$ cat src/rtl/vx_csr_arb_pkg.sv
// vx_csr_arb_pkg: shared types/constants for the CSR I/O arbiter.
// Optional watchdog is enabled by defining VX_CSR_ARB_TIMEOUT_EN.
package vx_csr_arb_pkg;

  typedef enum logic [1:0] {
    ST_IDLE     = 2'd0,
    ST_ISSUE    = 2'd1,
    ST_WAIT_RSP = 2'd2,
    ST_RETURN   = 2'd3
  } csr_arb_state_e;

  localparam logic [31:0] CSR_ARB_ERR_DATA = 32'hDEAD_BEEF;

  function automatic int owner_w(input int n);
    return (n > 1) ? $clog2(n) : 1;
  endfunction

endpackage

$ cat src/rtl/vx_rr_arbiter.sv
// vx_rr_arbiter: combinational round-robin pick.
// First valid at or after ptr wins, with wrap-around.
module vx_rr_arbiter
  import vx_csr_arb_pkg::*;
#(
  parameter  int NUM_REQS = 2,
  localparam int OW       = owner_w(NUM_REQS)
) (
  input  logic [NUM_REQS-1:0] valid,
  input  logic [OW-1:0]       ptr,
  output logic [NUM_REQS-1:0] grant,
  output logic [OW-1:0]       grant_idx,
  output logic                grant_any
);

  // scan from the pointer, first hit wins
  always_comb begin
    int j;
    j         = 0;
    grant     = '0;
    grant_idx = '0;
    grant_any = 1'b0;
    for (int i = 0; i < NUM_REQS; i++) begin
      j = int'(ptr) + i;
      if (j >= NUM_REQS) j = j - NUM_REQS;
      if (!grant_any && valid[j]) begin
        grant_any = 1'b1;
        grant[j]  = 1'b1;
        grant_idx = OW'(j);
      end
    end
  end

endmodule

$ cat src/rtl/vx_csr_io_arb.sv
// vx_csr_io_arb: shares one CSR I/O port among NUM_REQS requesters.
// Optional watchdog: define VX_CSR_ARB_TIMEOUT_EN.
module vx_csr_io_arb
  import vx_csr_arb_pkg::*;
#(
  parameter int NUM_REQS       = 2,
  parameter int TIMEOUT_CYCLES = 1024
) (
  input  logic                      clk,
  input  logic                      reset,
  input  logic [NUM_REQS-1:0]       req_valid,
  input  logic [NUM_REQS-1:0]       req_rw,
  input  logic [NUM_REQS-1:0][11:0] req_addr,
  input  logic [NUM_REQS-1:0][31:0] req_data,
  output logic [NUM_REQS-1:0]       req_ready,
  output logic [NUM_REQS-1:0]       rsp_valid,
  output logic [31:0]               rsp_data,
  input  logic [NUM_REQS-1:0]       rsp_ready,
  output logic                      csr_io_req_valid,
  output logic                      csr_io_req_rw,
  output logic [11:0]               csr_io_req_addr,
  output logic [31:0]               csr_io_req_data,
  input  logic                      csr_io_req_ready,
  input  logic                      csr_io_rsp_valid,
  input  logic [31:0]               csr_io_rsp_data,
  output logic                      csr_io_rsp_ready,
  output logic                      timeout_err
);

  localparam int OW = owner_w(NUM_REQS);

  if (NUM_REQS < 2) begin : g_bad_reqs
    $error("vx_csr_io_arb: NUM_REQS must be >= 2");
  end
  if (TIMEOUT_CYCLES < 2) begin : g_bad_to
    $error("vx_csr_io_arb: TIMEOUT_CYCLES must be >= 2");
  end

  csr_arb_state_e state, state_n;

  logic [OW-1:0]       rr_ptr;
  logic [OW-1:0]       owner;
  logic                rw_q;
  logic [11:0]         addr_q;
  logic [31:0]         data_q;
  logic [31:0]         rsp_q;
  logic [NUM_REQS-1:0] grant;
  logic [OW-1:0]       grant_idx;
  logic                grant_any;
  logic                take_grant;
  logic                take_rsp;
  logic                to_hit;
  logic                to_expire;
  logic                idle_drain;

  vx_rr_arbiter #(.NUM_REQS(NUM_REQS)) u_rr (
    .valid     (req_valid),
    .ptr       (rr_ptr),
    .grant     (grant),
    .grant_idx (grant_idx),
    .grant_any (grant_any)
  );

`ifdef VX_CSR_ARB_TIMEOUT_EN
  localparam int CW = (TIMEOUT_CYCLES > 2) ? $clog2(TIMEOUT_CYCLES) : 1;
  logic [CW-1:0] to_cnt;
  logic          to_err_q;

  assign to_expire   = (to_cnt == CW'(TIMEOUT_CYCLES - 1));
  // late responses are drained in IDLE; held off while in reset
  assign idle_drain  = reset;
  assign timeout_err = to_err_q;

  // watchdog counts only while waiting; error flag is sticky
  always_ff @(posedge clk or negedge reset) begin
    if (!reset) begin
      to_cnt   <= '0;
      to_err_q <= 1'b0;
    end else begin
      if (state != ST_WAIT_RSP) to_cnt <= '0;
      else                      to_cnt <= to_cnt + 1'b1;
      if (to_hit) to_err_q <= 1'b1;
    end
  end
`else
  assign to_expire   = 1'b0;
  assign idle_drain  = 1'b0;
  assign timeout_err = 1'b0;
`endif

  // state register
  always_ff @(posedge clk or negedge reset) begin
    if (!reset) state <= ST_IDLE;
    else        state <= state_n;
  end

  // next state and handshake outputs
  always_comb begin
    state_n          = state;
    take_grant       = 1'b0;
    take_rsp         = 1'b0;
    to_hit           = 1'b0;
    req_ready        = '0;
    rsp_valid        = '0;
    csr_io_req_valid = 1'b0;
    csr_io_rsp_ready = 1'b0;
    unique case (state)
      ST_IDLE: begin
        req_ready        = grant;
        csr_io_rsp_ready = idle_drain;
        if (grant_any) begin
          take_grant = 1'b1;
          state_n    = ST_ISSUE;
        end
      end
      ST_ISSUE: begin
        csr_io_req_valid = 1'b1;
        if (csr_io_req_ready)
          state_n = rw_q ? ST_IDLE : ST_WAIT_RSP;
      end
      ST_WAIT_RSP: begin
        csr_io_rsp_ready = 1'b1;
        if (csr_io_rsp_valid) begin
          take_rsp = 1'b1;
          state_n  = ST_RETURN;
        end else if (to_expire) begin
          to_hit  = 1'b1;
          state_n = ST_RETURN;
        end
      end
      ST_RETURN: begin
        rsp_valid[owner] = 1'b1;
        if (rsp_ready[owner]) state_n = ST_IDLE;
      end
      default: state_n = ST_IDLE;
    endcase
  end

  // latch granted request, pointer and response data
  always_ff @(posedge clk or negedge reset) begin
    if (!reset) begin
      rr_ptr <= '0;
      owner  <= '0;
      rw_q   <= 1'b0;
      addr_q <= '0;
      data_q <= '0;
      rsp_q  <= '0;
    end else begin
      if (take_grant) begin
        owner  <= grant_idx;
        rr_ptr <= (grant_idx == OW'(NUM_REQS - 1)) ?
                  '0 : grant_idx + 1'b1;
        rw_q   <= req_rw[grant_idx];
        addr_q <= req_addr[grant_idx];
        data_q <= req_data[grant_idx];
      end
      if (take_rsp)    rsp_q <= csr_io_rsp_data;
      else if (to_hit) rsp_q <= CSR_ARB_ERR_DATA;
    end
  end

  assign csr_io_req_rw   = rw_q;
  assign csr_io_req_addr = addr_q;
  assign csr_io_req_data = data_q;
  assign rsp_data        = rsp_q;

endmodule
$ cat config.mk
export PLATFORM = sky130hd
export DESIGN_NAME = vx_csr_io_arb
export DESIGN_NICKNAME = d
export VERILOG_FILES = /design/src/rtl/vx_csr_arb_pkg.sv /design/src/rtl/vx_rr_arbiter.sv /design/src/rtl/vx_csr_io_arb.sv
export SDC_FILE = /design/constraint.sdc
export NUM_CORES = 1
export LEC_CHECK = 0
export ABC_CLOCK_PERIOD_IN_PS = 1850
export CAP_MARGIN = 10
export CELL_PAD_IN_SITES_DETAIL_PLACEMENT = 1
export CELL_PAD_IN_SITES_GLOBAL_PLACEMENT = 2
export CORE_AREA = 4 4 131 133
export DETAILED_ROUTE_END_ITERATION = 8
export DIE_AREA = 0 0 135 137
export PLACE_DENSITY = 0.85
export SLEW_MARGIN = 20
export SYNTH_ARGS = -nofsm -noshare
export SYNTH_HDL_FRONTEND = slang
export SYNTH_SLANG_ARGS = --single-unit
export TNS_END_PERCENT = 1
$ cat constraint.sdc
create_clock -name clk -period 1.85 [get_ports clk]
set_input_delay 0.37 -clock clk [delete_from_list [all_inputs] [get_ports clk]]
set_output_delay 0.37 -clock clk [all_outputs]
set_load 0.02 [all_outputs]
== After elaboration in Yosys (flattened, before gate mapping) ==
Cells that the tools add are included.
Widths: inputs -> output; s select.

* Bits in latches: 0
* ROM bits: 0
* Memories: 0
* Word-level logic and storage cells: 79
* Bits in writable memories: 0
* Input port bits: 130
* Output and inout port bits: 84
* Register bits after elaboration: 81

* Add/subtract/negate cells: 4
* Multiply operators: 0
* Mux-type cells: 44
* Reduce and logical (&&, ||, !) cells: 7
* Div/mod/pow operators: 0
* Shift-type cells: 0
* Equality and inequality tests: 7
* $lt $le $gt $ge: 9
* Bitwise operators: 1

{| class="wikitable"
|+ Operators with widths
! cell !! number
|-
| $mux 32 || 5
|-
| $ge 32x1->1 const B || 2
|-
| $lt 32x3->1 const B || 2
|-
| $ge 32x3->1 const B || 1
|-
| $sub 32x3->32 const B || 1
|-
| $mux 1 || 24
|-
| $mux 12 || 2
|-
| $mux 2 || 9
|-
| $ne 2x2->1 const B || 4
|-
| $pmux 2 s4 || 1
|-
| $eq 2x2->1 const B || 2
|-
| $logic_and 1x1->1 || 4
|-
| $lt 1x2->1 const B || 2
|-
| $reduce_and 4->1 || 1
|-
| $demux 1 s1 || 3
|-
| $sub 1x2->3 const B || 1
|-
| $add 1x1->2 const B || 1
|-
| $eq 2x1->1 const B || 1
|-
| $ge 1x2->1 const B || 1
|-
| $logic_not 2->1 || 1
|-
| $or 2x2->2 || 1
|-
| $add 1x1->1 const B || 1
|-
| $ge 1x1->1 const B || 1
|-
| $logic_not 1->1 || 1
|}

== Logic depth before layout (Yosys ltp) ==
Gate-level depths: netlist of the first run.

* Word-level depth: 11
* Gate-level depth with buffers: 5
* Gate-level depth less buffers: 3

== Modules after synthesis ==
From an unflattened synthesis of the first run, not the netlist that was laid out.

* Cells, all modules: 296
* Area, all modules: 3669.8 µm²

{| class="wikitable"
|+ By module, submodules not included
! module !! cells each !! area an instance (µm²) !! instances
|-
| vx_csr_io_arb || 291 || 3637.2 || 1
|-
| vx_rr_arbiter || 5 || 32.5 || 1
|}

== Worst setup path after synthesis of the first run ==
No wires, ideal clock.

* Path kind: register -> output
* Start point: register (tool-made name)
* End point: output port req_ready[0]
* Setup slack: 0.336 ns
* Arrival time: 1.144 ns
* Data required time: 1.480 ns
* Stages on the path, launching flop included: 4
* Cell sequence: dfrtp_1 -> nor2_1 -> and3_4 -> clkbuf_1

{| class="wikitable"
|+ RTL lines
! what !! line !! text
|-
| end: declaration || vx_csr_io_arb.sv:15 || <nowiki>output logic [NUM_REQS-1:0] req_ready,</nowiki>
|}

==> flow_summary.toml, run 1 <==
[placement]
place_inst = 665
port_buffers = 212
placed_area_um2 = 5850
dpl.hpwl_um = 9440
gp_congestion = 0.732

[detailed_routing]
wire_per_inst_um = 18.4
drc = 0
drt-initial-drc-count = 98
via_per_inst = 4.49
routed_wl_um = 12600
vias = 3063
dr.pass1.iters = 4
ant_nets = 0

[cts]
h-tree-depth = 3
cts_setup_buffers = 0
numCtsBuffers = 9
cts_root_buf = "clkbuf_16"
clock-sinks = 81
cts.clk_slew.worst_paths_ps = 70
clock_latency_ps = 340
cts_buffer_depth = 2
cts_tree = "built"

[worst_setup_path]
crit_path_max_incr_delay_ps = 420
crit_chain = "nor2_4 -> and3_4 -> clkdlybuf4s15_1"
path_max_fanout = 3
worstSetupEndpointType = "output pin"
arrival_ps = 1410
critPathTopFamily = "flip-flops"
worst_ep_required_time_ps = 1480
path_buf_inv = 1
startpoint_type = "flip-flop"
critical_path_class = "reg -> out"
slowest_stage = "dfrtp_1"

[synth]
syn_inst = 250
synthDistinctLibCells = 24
yosysWarnings = 0
synth-edff-count = 0
netlist_area_um2 = 3480
avgSynthCellArea_um2 = 13.9
async_reset_ff_frac = 1.00
synth.net_count = 380
synth-seq-cells = 81
synth-main-ff-cell = "dfrtp_1"
yosysSeqAreaShare = 0.583

[layout]
nFillCells = 1660
multi_input_area_um2 = 1300
diodes = 0
areaGrowthSynthToFinish_pct = 77.1
layout_commonest_cell = "clkdlybuf4s50_1"
final_cell_mix = "205 x clkdlybuf4s50_1, 81 x dfrtp_1, 45 x a221o_1"
design_area_um2 = 6160
fin_nets = 591
finalNonFillerCells = 682
regArea_um2 = 2030
drive_above_1_share = 0.137

[grt]
antenna_found_initial = 0
grt_usage = 0.138
gr-total-overflow = 0
grt_max_degree = 47
grt_pass1_vias = 3483
grt_first_pass_wirelength_um = 19800

[power_and_ir_drop]
ir_drop_mv = 0.510
leakage_uw = 0.00253
pwr_density_cell_nw_per_um2 = 1670
total_power_uw = 10300

[floorplan]
die_h_um = 137
rows = 46
die_x_um = 135
die_area_um2 = 18500
io_pins = 214
start_util = 0.220
core_area_um2 = 15800

[run_status]
status = "completed"

[flow_run]
cap_violations = 0

[timing]
slew_headroom = 0.628
rsz0062_at_grt = "false"
fin_tns_setup_ps = 0
finalSetupViolations = 0
hold_viol = 0
skew_ps = 9.59
finalCritPeriodShare = 0.961
fmax_ghz = 0.562
hold_slack_ps = 478
worstMarginPinSlew_ps = 558
maxSlewViolCount = 0
fin_crit_ps = 1780

[min_path]
hold_class = "in -> async"
[layer usage]
metal	GRT usage	part of all wire	routed length (µm)
met1	0.167	0.41	5210
met4	0.0487	0.014	170
met2	0.230	0.49	6210
met5	0	0	0
met3	0.0452	0.078	983
[cells in the mapped netlist (2+ instances only)]
cell / count / share of area
dfrtp_1: 81 / 0.58
a221o_1: 45 / 0.13
a21boi_0: 33 / 0.071
mux2_2: 32 / 0.10
a21boi_1: 11 / 0.024
buf_4: 8 / 0.017
buf_2: 6 / 0.0086
clkbuf_1: 6 / 0.0065
buf_6: 4 / 0.013
nand2_1: 4 / 0.0043
nor2_1: 4 / 0.0043
a21o_1: 2 / 0.0043
and3_1: 2 / 0.0036
inv_1: 2 / 0.0022
[area by class of cell]
| cell class | instances | share of cell area |
|---|---|---|
| flip-flops and latches | 81 | 0.329 |
| repair buffers | 224 | 0.365 |
| well taps | 216 | 0.0438 |
| clock buffers | 11 | 0.0378 |
| multi-input cells | 143 | 0.210 |
| clock inverters | 5 | 0.0130 |
| inverters | 2 | 0.00122 |
[final timing paths]
| check | slack (ps) | cells after the start | from | to |
|---|---|---|---|---|
| max | 70 | 3 | flip-flop | req_ready[0] |
| min | 480 | 2 | reset | csr_io_req_addr[7]$_DFFE_PN0P_ |
| max reg2reg | 190 | 4 | flip-flop | csr_io_req_data[23]$_DFFE_PN0P_ |
| min reg2reg | 500 | 1 | rsp_data[14]$_DFFE_PN0P_ | rsp_data[14]$_DFFE_PN0P_ |
| max in group asynchronous | 770 | 3 | reset | csr_io_req_data[7]$_DFFE_PN0P_ |
| min in group clk | 500 | 1 | rsp_data[14]$_DFFE_PN0P_ | rsp_data[14]$_DFFE_PN0P_ |
[registers in the layout, summed over array words and instances (netlist names), named ones only]
name / count
csr_io_req_addr: 12
csr_io_req_data: 32
csr_io_req_rw: 1
owner: 1
rr_ptr: 1
rsp_data: 32
state: 1
[where the power goes]
group	total (µW)	internal, µW	leakage, µW	switching [µW]
logic	5250	2770	0.00140	2470
clock network	1900	1180	0.000146	715
registers	3120	2650	0.000988	475
total	10300	6600	0.00253	3660
[logic make-up (layout without fill, tap and decap cells)]
| kind of cell | after synthesis | in the layout | synth area share |
|---|---|---|---|
| AO/OA/AOI/OAI | 93 | 93 | 0.232 |
| flip-flops | 81 | 81 | 0.583 |
| multiplexers | 34 | 34 | 0.114 |
| buffers and inverters | 26 | 242 | 0.0475 |
| AND/OR/NAND/NOR | 15 | 15 | 0.0230 |
| other | 1 | 1 | 0.00108 |
[timing repair]
action                                 4_1_cts  5_1_grt
setup endpoints to repair                    6        4
endpoints found under the hold margin       16        0
resized for setup                            7        5
hold buffers                                 1        0
pin swaps                                    0        0
[stage by stage]
stage / setup slack, ps / utilization
finish: 71.5 / 0.389
CTS: 3.53 / 0.390
global route: 3.37 / 0.389
global placement: -206 / 0.370
detailed placement: -219 / 0.370
floorplan: 336 / -
Power figures use the tool's default switching activity.
==> run 2, diff against run 1 <==
Settings changed: CELL_PAD_IN_SITES_DETAIL_PLACEMENT 1 to default, CELL_PAD_IN_SITES_GLOBAL_PLACEMENT 2 to default, CORE_AREA 4 4 131 133 to 4 4 105 107, DIE_AREA 0 0 135 137 to 0 0 109 111, PLACE_DENSITY 0.85 to 0.82, SKIP_LAST_GASP from default to 1.
==> flow_summary.toml, run 2 (synthesis results as in run 1) <==
[layout]
layout_commonest_cell = "clkdlybuf4s50_1"
final_cell_mix = "206 x clkdlybuf4s50_1, 81 x dfrtp_1, 45 x a221o_1"
diodes = 0
areaGrowthSynthToFinish_pct = 70.7
drive_above_1_share = 0.129
final_util = 0.586
fin_nets = 589

[grt]
grt_pass1_vias = 3325
grt_first_pass_wirelength_um = 17000
gr-total-overflow = 0
grt_max_degree = 47
grt_usage = 0.181
antenna_found_initial = 0

[floorplan]
die_x_um = 109
core_area_um2 = 10100
die_area_um2 = 12100
io_pins = 214
start_util = 0.343
die_h_um = 111
rows = 37

[timing]
finalCritPeriodShare = 1.11
fmax_ghz = 0.488
setup_ws_ps = -198
skew_ps = 7.37
worstMarginPinSlew_ps = 525
rsz0062_at_grt = "true"
finalSetupViolations = 2
fin_tns_setup_ps = -205
hold_viol = 0
hold_slack_ps = 507
fin_crit_ps = 2050
maxSlewViolCount = 0
slew_headroom = 0.650

[power_and_ir_drop]
total_power_uw = 9620
p_int_uw = 6110
p_sw_uw = 3510
power_frac_seq = 0.327
p_sw_frac = 0.365
leakage_uw = 0.00249
power_frac_comb = 0.536
pwr_density_cell_nw_per_um2 = 1620
clockPowerShare = 0.137
ir_drop_mv = 0.723

[placement]
dp_slack_ps = -185
dpl.hpwl_um = 8190
gp_congestion = 0.773
port_buffers = 212

[detailed_routing]
ant_nets = 0
vias = 3056
drc = 0
drt-initial-drc-count = 124
routed_wl_um = 11000
wire_per_inst_um = 18.3
via_per_inst = 5.09
dr.pass1.iters = 4

[worst_setup_path]
critical_path_class = "reg -> out"
startpoint_type = "flip-flop"
path_max_fanout = 5
worst_ep_required_time_ps = 1480
arrival_ps = 1680
worstSetupEndpointType = "output pin"

[cts]
numCtsBuffers = 9
cts_buffer_depth = 2
h-tree-depth = 3
clock_latency_ps = 330
cts.clk_slew.worst_paths_ps = 80
clock-sinks = 81
cts_root_buf = "clkbuf_8"
cts_tree = "built"

[run_status]
status = "finished, violations left"
failed_checks = "setup timing"

[flow_run]
cap_violations = 0

[min_path]
hold_class = "reg -> reg"
-- run 2: critical path, cell delays in order (launching register included) --
cell and delay [ps]:
dfrtp_1 450, buf_4 170, nor2b_1 100, clkdlybuf4s50_1 630
-- run 2: power by group through the flow --
| stage | combinational [µW] | sequential [µW] | clock, µW |
|---|---|---|---|
| finish | 5150 | 3150 | 1320 |
| global route | 5500 | 3260 | 1450 |
| CTS | 5220 | 3160 | 1360 |
| detailed placement | 5240 | 3170 | 0 |
| global placement | 5120 | 3140 | 0 |
| floorplan | 1770 | 4100 | 0 |
-- run 2: path summary, 6_finish.rpt --
| path | from | endpoint | slack (ps) | cells past startpoint |
|---|---|---|---|---|
| setup / recovery | flip-flop | csr_io_req_valid | -200 | 3 |
| hold / removal | rsp_data[9]$_DFFE_PN0P_ | rsp_data[9]$_DFFE_PN0P_ | 510 | 1 |
| setup reg to reg | state[0]$_DFFE_PN0P_ | csr_io_req_addr[1]$_DFFE_PN0P_ | 190 | 4 |
| hold reg to reg | rsp_data[9]$_DFFE_PN0P_ | rsp_data[9]$_DFFE_PN0P_ | 510 | 1 |
| max in group asynchronous | reset | csr_io_req_addr[2]$_DFFE_PN0P_ | 690 | 3 |
| min in group asynchronous | reset | rsp_data[22]$_DFFE_PN0P_ | 540 | 2 |
-- run 2: cell type report --
class,count,area [µm²]
tap,136,170
fill,830,4200
inverter,2,7.51
clock buffer,12,155
clock inverter,4,51.3
multi-input combinational,143,1300
sequential,81,2030
timing repair buffer,222,2230
-- run 2: routing by layer --
layer / GRT usage / part of all wire / up-vias
li1: - / - / 1378
met2: 0.302 / 0.49 / 169
met3: 0.0594 / 0.10 / 21
met1: 0.209 / 0.39 / 1488
met5: 0 / 0 / -
met4: 0.0774 / 0.025 / 0
-- run 2: timing repair --
| item | 4_1_cts | 5_1_grt |
|---|---|---|
| endpoints found under the setup margin | 6 | 6 |
| hold endpoints to repair | 2 | 0 |
| hold buffers | 1 | 0 |
| buffers inserted | 0 | 0 |
| gates resized for setup | 4 | 1 |
-- run 2: through the flow --
stage	instances	cell area (µm²)
5_1_grt	600	5940
3_5_place_dp	583	5730
2_1_floorplan	250	3480
6_report	600	5940
3_3_place_gp	583	5730
4_1_cts	600	5940
